### src/rtl/ps2_pkg.sv
// ps2_pkg: shared PS/2 state encoding, 50 MHz timing defaults and command bytes
package ps2_pkg;
  typedef logic [2:0] state_t;
  localparam state_t S_IDLE    = 3'd0;
  localparam state_t S_INHIBIT = 3'd1;
  localparam state_t S_RELEASE = 3'd2;
  localparam state_t S_DATA    = 3'd3;
  localparam state_t S_PARITY  = 3'd4;
  localparam state_t S_ACK     = 3'd5;
  localparam state_t S_WAIT    = 3'd6;
  localparam int DEF_INHIBIT_CYCLES = 5000;
  localparam int DEF_TIMEOUT_CYCLES = 750000;
  localparam logic [7:0] CMD_SET_LEDS = 8'hED;
  localparam logic [7:0] CMD_RESET    = 8'hFF;
  localparam logic [7:0] ACK_BYTE     = 8'hFA;
  function automatic logic odd_parity(input logic [7:0] d);
    return ~^d;
  endfunction
endpackage

### src/rtl/ps2_host_tx_if.sv
// ps2_host_tx_if: command handshake plus open-drain PS/2 line bundle
interface ps2_host_tx_if;
  logic [7:0] tx_data;
  logic tx_valid;
  logic tx_ready;
  logic done;
  logic error;
  logic ps2_clk_in;
  logic ps2_data_in;
  logic ps2_clk_oe;
  logic ps2_data_oe;
  modport master(output tx_data, tx_valid, ps2_clk_in, ps2_data_in,
                 input tx_ready, done, error, ps2_clk_oe, ps2_data_oe);
  modport slave(input tx_data, tx_valid, ps2_clk_in, ps2_data_in,
                output tx_ready, done, error, ps2_clk_oe, ps2_data_oe);
endinterface

### src/rtl/ps2_line_sync.sv
// ps2_line_sync: 2-FF synchronizers for PS/2 clock and data, clock falling-edge detect
module ps2_line_sync (
  input  logic clk,
  input  logic rst,
  input  logic clk_i,
  input  logic data_i,
  output logic clk_o,
  output logic data_o,
  output logic fall_o
);
  logic [1:0] clk_q, data_q;
  logic prev_q;
  // idle PS/2 lines are high, so reset to 1 to avoid a false edge after reset
  always_ff @(posedge clk or posedge rst)
    if (rst) begin
      clk_q  <= '1;
      data_q <= '1;
      prev_q <= 1'b1;
    end else begin
      clk_q  <= {clk_q[0], clk_i};
      data_q <= {data_q[0], data_i};
      prev_q <= clk_q[1];
    end
  assign clk_o  = clk_q[1];
  assign data_o = data_q[1];
  assign fall_o = prev_q & ~clk_q[1];
endmodule

### src/rtl/ps2_host_tx.sv
// ps2_host_tx: PS/2 host-to-device command transmitter with ACK check and timeout
module ps2_host_tx
  import ps2_pkg::*;
#(
  parameter int INHIBIT_CYCLES = DEF_INHIBIT_CYCLES,
  parameter int TIMEOUT_CYCLES = DEF_TIMEOUT_CYCLES,
  parameter int CNT_W          = 20
) (
  input logic clk,
  input logic rst,
  ps2_host_tx_if.slave bus
);
  localparam logic [CNT_W-1:0] INH_LAST = CNT_W'(INHIBIT_CYCLES - 1);
  localparam logic [CNT_W-1:0] TO_LAST  = CNT_W'(TIMEOUT_CYCLES - 1);
  localparam logic [CNT_W-1:0] T_MAX    = '1;
  logic s_clk, s_data, fall;
  state_t state_q, state_d;
  logic [CNT_W-1:0] timer_q, timer_d;
  logic [3:0] idx_q, idx_d;
  logic [7:0] shreg_q, shreg_d;
  logic par_q, par_d, ack_ok_q, ack_ok_d;
  logic clk_oe_q, clk_oe_d, data_oe_q, data_oe_d;
  logic done_q, done_d, error_q, error_d;
  logic timeout;
  ps2_line_sync u_sync (
    .clk   (clk),
    .rst   (rst),
    .clk_i (bus.ps2_clk_in),
    .data_i(bus.ps2_data_in),
    .clk_o (s_clk),
    .data_o(s_data),
    .fall_o(fall)
  );
  assign timeout = (state_q inside {S_RELEASE, S_DATA, S_PARITY, S_ACK, S_WAIT}) && timer_q == TO_LAST;
  always_comb begin
    state_d   = state_q;
    timer_d   = (timer_q == T_MAX) ? timer_q : timer_q + 1'b1;
    idx_d     = idx_q;
    shreg_d   = shreg_q;
    par_d     = par_q;
    ack_ok_d  = ack_ok_q;
    clk_oe_d  = clk_oe_q;
    data_oe_d = data_oe_q;
    done_d    = 1'b0;
    error_d   = 1'b0;
    if (timeout) begin
      state_d   = S_IDLE;
      timer_d   = '0;
      clk_oe_d  = 1'b0;
      data_oe_d = 1'b0;
      error_d   = 1'b1;
    end else begin
      case (state_q)
        S_IDLE: begin
          timer_d = '0;
          if (bus.tx_valid) begin
            shreg_d   = bus.tx_data;
            par_d     = odd_parity(bus.tx_data);
            clk_oe_d  = 1'b1;
            data_oe_d = 1'b0;
            state_d   = S_INHIBIT;
          end
        end
        S_INHIBIT:
          if (timer_q == INH_LAST) begin
            data_oe_d = 1'b1;
            timer_d   = '0;
            state_d   = S_RELEASE;
          end
        S_RELEASE: begin
          clk_oe_d = 1'b0;
          idx_d    = '0;
          state_d  = S_DATA;
        end
        S_DATA:
          if (fall) begin
            data_oe_d = (idx_q == 4'd8) ? ~par_q : ~shreg_q[idx_q[2:0]];
            idx_d     = idx_q + 4'd1;
            state_d   = (idx_q == 4'd8) ? S_PARITY : S_DATA;
          end
        S_PARITY:
          if (fall) begin
            data_oe_d = 1'b0;
            state_d   = S_ACK;
          end
        S_ACK:
          if (fall) begin
            ack_ok_d = ~s_data;
            state_d  = S_WAIT;
          end
        S_WAIT:
          if (s_clk && s_data) begin
            done_d  = ack_ok_q;
            error_d = ~ack_ok_q;
            state_d = S_IDLE;
          end
        default: state_d = S_IDLE;
      endcase
    end
  end
  always_ff @(posedge clk or posedge rst)
    if (rst) begin
      state_q   <= S_IDLE;
      timer_q   <= '0;
      idx_q     <= '0;
      shreg_q   <= '0;
      par_q     <= 1'b0;
      ack_ok_q  <= 1'b0;
      clk_oe_q  <= 1'b0;
      data_oe_q <= 1'b0;
      done_q    <= 1'b0;
      error_q   <= 1'b0;
    end else begin
      state_q   <= state_d;
      timer_q   <= timer_d;
      idx_q     <= idx_d;
      shreg_q   <= shreg_d;
      par_q     <= par_d;
      ack_ok_q  <= ack_ok_d;
      clk_oe_q  <= clk_oe_d;
      data_oe_q <= data_oe_d;
      done_q    <= done_d;
      error_q   <= error_d;
    end
  assign bus.tx_ready    = state_q == S_IDLE;
  assign bus.done        = done_q;
  assign bus.error       = error_q;
  assign bus.ps2_clk_oe  = clk_oe_q;
  assign bus.ps2_data_oe = data_oe_q;
endmodule

### src/flat_wrapper.sv
// flat-port wrapper written by rule: the top's interface ports become plain ports
module ps2_host_tx_flat import ps2_pkg::*;
#(
  parameter int INHIBIT_CYCLES = DEF_INHIBIT_CYCLES,
  parameter int TIMEOUT_CYCLES = DEF_TIMEOUT_CYCLES,
  parameter int CNT_W          = 20
)
  (clk, rst, bus_tx_data, bus_tx_valid, bus_ps2_clk_in, bus_ps2_data_in, bus_tx_ready, bus_done, bus_error, bus_ps2_clk_oe, bus_ps2_data_oe);
  ps2_host_tx_if bus_i ();
  input logic clk;
  input logic rst;
  input wire logic [$bits(bus_i.tx_data)-1:0] bus_tx_data;
  input wire logic [$bits(bus_i.tx_valid)-1:0] bus_tx_valid;
  input wire logic [$bits(bus_i.ps2_clk_in)-1:0] bus_ps2_clk_in;
  input wire logic [$bits(bus_i.ps2_data_in)-1:0] bus_ps2_data_in;
  output wire logic [$bits(bus_i.tx_ready)-1:0] bus_tx_ready;
  output wire logic [$bits(bus_i.done)-1:0] bus_done;
  output wire logic [$bits(bus_i.error)-1:0] bus_error;
  output wire logic [$bits(bus_i.ps2_clk_oe)-1:0] bus_ps2_clk_oe;
  output wire logic [$bits(bus_i.ps2_data_oe)-1:0] bus_ps2_data_oe;
  assign bus_i.tx_data = bus_tx_data;
  assign bus_i.tx_valid = bus_tx_valid;
  assign bus_i.ps2_clk_in = bus_ps2_clk_in;
  assign bus_i.ps2_data_in = bus_ps2_data_in;
  assign bus_tx_ready = bus_i.tx_ready;
  assign bus_done = bus_i.done;
  assign bus_error = bus_i.error;
  assign bus_ps2_clk_oe = bus_i.ps2_clk_oe;
  assign bus_ps2_data_oe = bus_i.ps2_data_oe;
  ps2_host_tx #(.INHIBIT_CYCLES(INHIBIT_CYCLES), .TIMEOUT_CYCLES(TIMEOUT_CYCLES), .CNT_W(CNT_W)) u_core (.clk(clk), .rst(rst), .bus(bus_i));
endmodule
### config.mk
export PLATFORM = sky130hd
export DESIGN_NAME = ps2_host_tx_flat
export DESIGN_NICKNAME = d
export VERILOG_FILES = /design/src/rtl/ps2_pkg.sv /design/src/rtl/ps2_host_tx_if.sv /design/src/rtl/ps2_line_sync.sv /design/src/rtl/ps2_host_tx.sv /design/src/flat_wrapper.sv
export SDC_FILE = /design/constraint.sdc
export NUM_CORES = 1
export LEC_CHECK = 0
export CAP_MARGIN = 10
export CORE_ASPECT_RATIO = 0.9
export CORE_UTILIZATION = 53
export DETAILED_ROUTE_END_ITERATION = 16
export PLACE_DENSITY = 0.76
export SYNTH_ARGS = -nofsm -noshare
export SYNTH_HDL_FRONTEND = slang
export SYNTH_SLANG_ARGS = --single-unit
export TNS_END_PERCENT = 30
### constraint.sdc
create_clock -name clk -period 2.2 [get_ports clk]
set_input_delay 0.44 -clock clk [delete_from_list [all_inputs] [get_ports clk]]
set_output_delay 0.44 -clock clk [all_outputs]
set_load 0.05 [all_outputs]
==> results.cfg <==
[synthesis]
ys_async_sr_fraction_pct = 100.0
synth_top_cell_area_share_pct = 38.90
synth-edff-count = 0
ys.warnings.count = 0
ys_seq_elements = 46
yosysSeqAreaShare_pct = 43.88
netlist.top_cell.by_area = dfrtp_1
netlist_top_cells_count = 41 x dfrtp_1, 18 x nor2_1, 17 x nand2_1
synth.most_common_cell = dfrtp_1
syn_area_sq_um = 2638
syn_area_per_cell_sq_um = 9.991
syn_inst = 264
synth_cell_types = 61
syn_nets = 280
synth_area_leaders = dfrtp_1 39%, xnor2_1 5.3%, dfstp_2 5.0%
synth-main-ff-cell = dfrtp_1

[cells_and_area]
multi_input_area_sq_um = 1420
diodes = 0
utilization_pct = 68.83
drive_above_1_share_pct = 21.00
regArea_sq_um = 1157
fillers = 356
synthToLayoutAreaGrowth_pct = 20.16
nets = 315

[setup_path]
rrSetupSlack_ps = 40
worst_setup_path_end_kind = register
cpMaxStageDelayCell = or4_4
worstPathCellList = or4_4 > or4_4 > o21a_4 > a211oi_1 > o22ai_1
max_stage_delay_ps = 560
r2r_end = u_core.state_q[2]
crit_fanout = 4
timing.rr.start = u_core.timer_q[11]
cpMostUsedCell = or4_4
r2r_cells = 5
cp.arrival_ps = 2340
required_ps = 2380
crit_type = register to register
start_kind = register
crit_family = simple AND/OR/NAND/NOR gates
path_buf_inv = 0

[floorplanning]
start_util_pct = 57.28
ios = 18
design.die.area_sq_um = 5263
die_x_um = 76.36
die_y_um = 68.93
row_count = 23
core_region_area_sq_um = 4604

[timing]
worstMarginPinSlew_ps = 624.7
hold_viol = 0
finalCritPeriodShare_pct = 98.29
finClkSkew_ps = 11.73
drv_slew = 0
rsz0062_at_grt = true
timing.hold.ws_ps = 359.1
fin_crit_ps = 2162
tns_ps = 0
worst_slew_margin_rel_pct = 57.97
setup_viol = 0
fmax_mhz = 462.4
fin_ws_ps = 37.58

[worst_hold_path]
min_to = u_core.u_sync.clk_q[1]
hp-start = u_core.u_sync.clk_q[0]
hold_path_class = register to register
worstHoldPathCells = 0

[global_route]
antenna_found_initial = 0
grt_pass1_vias = 2086
grt_usage_pct = 24.15
grt_pass1_wl_um = 9818
grt-ovfl-total = 0
grt_max_degree = 27

[route]
drc = 0
ant_nets = 0
wl_per_cell_um = 16.11
via_count = 2192
viasPerCell = 6.055
dr.first_iter.drc_count = 169
wl_um = 5833
drt-pass1-iter-count = 5

[flow_run]
drv_cap = 0

[clocking]
cts-root-buf = clkbuf_8
cts_tree = yes
cts_buffers = 5
clk_pin_slew_ps = 90
ctsHtreeMaxLevel = 2
cts_buffer_depth = 2
ctsHoldBuffers = 0
cts_sinks = 46
clock_latency_ps = 300

[placement]
hpwl_um = 4251
gp_congestion = 0.8744
port_buffers = 17
dp_slack_ps = 28.64

[status]
status = finished clean

[pwr]
irDropWorstVdd_mv = 0.6830
powerDensity_nw_per_um2 = 997.1
power_mw = 3.160
power.leakage_nw = 1.286
[layout by cell type (no fill, tap or decap), drive strengths merged, types with 9 or more instances in the layout]
master and instances:
nand2 17, mux2 9, inv 10, dfrtp 41
a31oi 9, nand3 14, buf 23, a21oi 11
clkdlybuf4s50 16, xnor2 16, a211oi 9, nor2 18
[worst register-to-register path, stage by stage (launching register included)]
cell and delay, ps:
dfrtp_1 420, or4_4 560, or4_4 520, o21a_4 250, a211oi_1 180, o22ai_1 130
[kinds of logic after synthesis]
logic type / share of synthesized area, %
buffers and inverters: 3.747
adder cells (fa/ha/maj): 1.423
flip-flops: 43.88
AND/OR/NAND/NOR: 21.68
multiplexers: 6.309
XOR/XNOR: 6.309
AO/OA/AOI/OAI: 16.65
[power breakdown]
group	internal, mW	switching, mW	leakage [nW]	total, mW
Sequential	1.06	0.211	0.590	1.27
Combinational	0.613	0.666	0.643	1.28
Clock	0.340	0.275	0.0524	0.615
Total	2.01	1.15	1.29	3.16
[registers in the layout (all words and copies together), names as in the netlist, 2 cells and up]
signal	count
u_core.u_sync.clk_q	2
u_core.u_sync.data_q	2
u_core.shreg_q	8
u_core.state_q	3
u_core.timer_q	20
u_core.idx_q	4
[layer usage]
layer / wire (um) / GRT usage, % / vias up
li1: - / - / 1056
met1: 2720 / 32.50 / 1059
met2: 2786 / 41.22 / 75
met3: 308 / 5.132 / 2
met4: 17 / 4.327 / 0
met5: 0 / 0 / -
[how the worst max path moves through the flow]
stage | startpoint | cells after the start | end | slack, ps
final | u_core.timer_q[11] | 5 | u_core.state_q[2] | 40
after global routing | u_core.timer_q[11] | 5 | u_core.bus.ps2_data_oe | -7
after CTS | u_core.timer_q[11] | 5 | u_core.state_q[2] | 20
after detailed placement | u_core.timer_q[11] | 5 | u_core.bus.ps2_data_oe | 30
after global placement | u_core.timer_q[13] | 6 | u_core.timer_q[18] | 80
after floorplan | u_core.state_q[1] | 2 | bus_tx_ready | 60
[layout make-up]
cell class / count / area share (%)
Multi-Input combinational cell: 197 / 44.81
Sequential cell: 46 / 36.52
Timing Repair Buffer: 39 / 11.69
Tap cell: 62 / 2.448
Clock buffer: 7 / 2.408
Inverter: 10 / 1.184
Clock inverter: 1 / 0.9475
[repair_timing]
item / 4_1_cts / 5_1_grt
resized for setup: 0 / 9
setup buffers: 0 / 1
setup endpoints to repair: 0 / 27
hold endpoints to repair: 0 / 0
[stage by stage]
| stage | instance area [sq um] | std cells |
|---|---|---|
| 2_1_floorplan | 2638 | 264 |
| 4_1_cts | 3123 | 361 |
| 3_5_place_dp | 3017 | 353 |
| 3_3_place_gp | 3017 | 353 |
| 6_report | 3169 | 362 |
| 5_1_grt | 3169 | 362 |
Note: power is estimated with default switching activity, not from simulation.
==> RTL change: new RTL, same flow settings <==
`CNT_W` is set to 20 in 2 places; all go to 16.
--- a/src/rtl/ps2_host_tx.sv
+++ b/src/rtl/ps2_host_tx.sv
@@ -6,3 +6,3 @@
   parameter int TIMEOUT_CYCLES = DEF_TIMEOUT_CYCLES,
-  parameter int CNT_W          = 20
+  parameter int CNT_W          = 16
 ) (
--- a/src/flat_wrapper.sv
+++ b/src/flat_wrapper.sv
@@ -5,3 +5,3 @@
   parameter int TIMEOUT_CYCLES = DEF_TIMEOUT_CYCLES,
-  parameter int CNT_W          = 20
+  parameter int CNT_W          = 16
 )
Formal check against the unedited RTL: no difference found for any inputs over 10 cycles, from zero or initial values and one cycle with rst high; that may be too few to reach the edited logic, so the function may still have changed.
==> RTL change against the unedited design <==
  * Setup slack gained 0.042 ns
  * Non-clock buffer count shrank 9
  * Routed wire length shrank 23%
  * Power shrank 12%
  * Cell area shrank 13%
  * Sequential cell count shrank 4
  * Synthesized cell count shrank 13%
  * Worst hold slack lost 0.0028 ns
  * Area after synthesis shrank 11%
  * Largest cell class unchanged
==> RTL change: results (changes against the unedited design) <==
<table>
<tr><th>Metric</th><th>Value</th></tr>
<tr><th colspan="2">Detailed routing</th></tr>
<tr><td>Average via count per standard cell</td><td>5.60 (-7.5%)</td></tr>
<tr><td>Detailed route wirelength on metal3</td><td>122 um (-60%)</td></tr>
<tr><td>M1 wire length</td><td>2210 um (-19%)</td></tr>
<tr><td>Number of violations reported at the end of detailed-routing iteration 0</td><td>150 (-11%)</td></tr>
<tr><td>Total length of routed met2 wires</td><td>2060 um (-26%)</td></tr>
<tr><td>Total routed wirelength</td><td>4470 um (-23%)</td></tr>
<tr><th colspan="2">Yosys</th></tr>
<tr><td>Proportion of synthesized chip area in sequential cells</td><td>45.0% (+1.1 points)</td></tr>
<tr><td>Post-Synth Adder-Cell Area</td><td>3.20% (+1.8 points)</td></tr>
<tr><td>Portion of netlist area occupied by mux cells</td><td>8.74% (+2.4 points)</td></tr>
<tr><td>Net count after synthesis</td><td>249 (-11%)</td></tr>
<tr><td>Top area cells in the synthesized netlist</td><td>dfrtp_1 (39%), dfstp_2 (5.6%), mux2_2 (4.8%)</td></tr>
<tr><td>Cell types with the highest counts after synthesis</td><td>dfrtp_1 (37), nand2_1 (23), nor2_1 (19)</td></tr>
<tr><td>Fraction of the mapped netlist area in compound gates</td><td>12.0% (-4.6 points)</td></tr>
<tr><th colspan="2">Place</th></tr>
<tr><td>Detailed placer's ending HPWL</td><td>3280 um (-23%)</td></tr>
<tr><td>Minimum setup slack after placement</td><td>0.0909 ns (+0.0622 ns)</td></tr>
<tr><td>Placed standard-cell area</td><td>2690 um^2 (-11%)</td></tr>
<tr><th colspan="2">Final layout</th></tr>
<tr><td>Biggest registers after layout</td><td>u_core.timer_q: 16 flops, u_core.shreg_q: 8 flops, u_core.idx_q: 4 flops</td></tr>
<tr><td>Ratio of cells with drive above 1 in the final layout</td><td>18.7% (-2.3 points)</td></tr>
<tr><td># nets final</td><td>280 (-11%)</td></tr>
<tr><th colspan="2">GRT</th></tr>
<tr><td>Maximum number of pins on one net before global-route repair</td><td>43 (+59%)</td></tr>
<tr><td>Met3 Usage GRT</td><td>3.99% (-1.1 points)</td></tr>
<tr><td>Global-route wire length before repair</td><td>7630 um (-22%)</td></tr>
<tr><td>Grt met1 use</td><td>28.2% (-4.3 points)</td></tr>
<tr><td>GR met2 Demand/Resource</td><td>33.2% (-8.0 points)</td></tr>
<tr><th colspan="2">Worst setup path</th></tr>
<tr><td>End of the worst register-to-register path</td><td>u_core.shreg_q[3]</td></tr>
<tr><td>Largest fanout on the critical path</td><td>9 (+5)</td></tr>
<tr><td>R2R Setup Slk</td><td>0.08 ns (+0.04 ns)</td></tr>
<tr><td>Startpoint of the worst-slack reg-to-reg timing path</td><td>u_core.timer_q[6]</td></tr>
<tr><th colspan="2">Outcome</th></tr>
<tr><td>Result of the run</td><td>finished clean</td></tr>
<tr><th colspan="2">Pwr</th></tr>
<tr><td>IR drop worst, VDD</td><td>0.530 mV (-22%)</td></tr>
<tr><th colspan="2">Timing</th></tr>
<tr><td>Max_slew headroom</td><td>65.9% (+7.9 points)</td></tr>
</table>
## RTL change: cell count changes after synthesis, sizes merged, moves of 5 or more
| cell | change |
|---|---|
| mux2i | +5 |
| a21oi | -9 |
| nand2 | +6 |
| xnor2 | -5 |
| a211oi | -5 |
## RTL change: stage by stage
step                util, %  std cells
floorplan                 -        230
global placement       64.7        314
detailed placement     64.7        314
CTS                    66.6        322
global route           66.6        322
finish                 66.6        322
## RTL change: how the worst max path moves through the flow
| stage | startpoint | endpoint | slack (ns) | depth (start not counted) |
|---|---|---|---|---|
| after CTS | u_core.timer_q[6] | u_core.shreg_q[3] | 0.07 | 5 |
| after detailed placement | u_core.timer_q[6] | u_core.shreg_q[3] | 0.09 | 5 |
| after global placement | u_core.timer_q[6] | u_core.shreg_q[0] | 0.14 | 5 |
| final | u_core.timer_q[6] | u_core.shreg_q[3] | 0.08 | 5 |
| after floorplan | u_core.state_q[2] | u_core.par_q | 0.03 | 4 |
| after global routing | u_core.timer_q[6] | u_core.shreg_q[4] | 0.007 | 5 |
## RTL change: power by group through the flow
stage	logic (uW)	clock network (uW)	registers [uW]
after floorplan	769	0	1210
after global placement	1100	0	1180
after detailed placement	1130	0	1190
after CTS	1130	487	1170
after global routing	1260	518	1200
final	1130	470	1170
## RTL change: area by class of cell
| class | count | area, um^2 |
|---|---|---|
| Inverter | 8 | 30.0 |
| Fill cell | 327 | 1390 |
| Sequential cell | 42 | 1060 |
| Clock buffer | 8 | 80.1 |
| Tap cell | 60 | 75.1 |
| Timing Repair Buffer | 30 | 290 |
| Multi-Input combinational cell | 174 | 1240 |
## RTL change: worst max-delay path, stage by stage (launching register included)
cell and delay [ns]:
dfrtp_1 0.40, or4bb_1 0.58, nor4_2 0.31, nand2_1 0.13, nand3_2 0.21, mux2_2 0.37
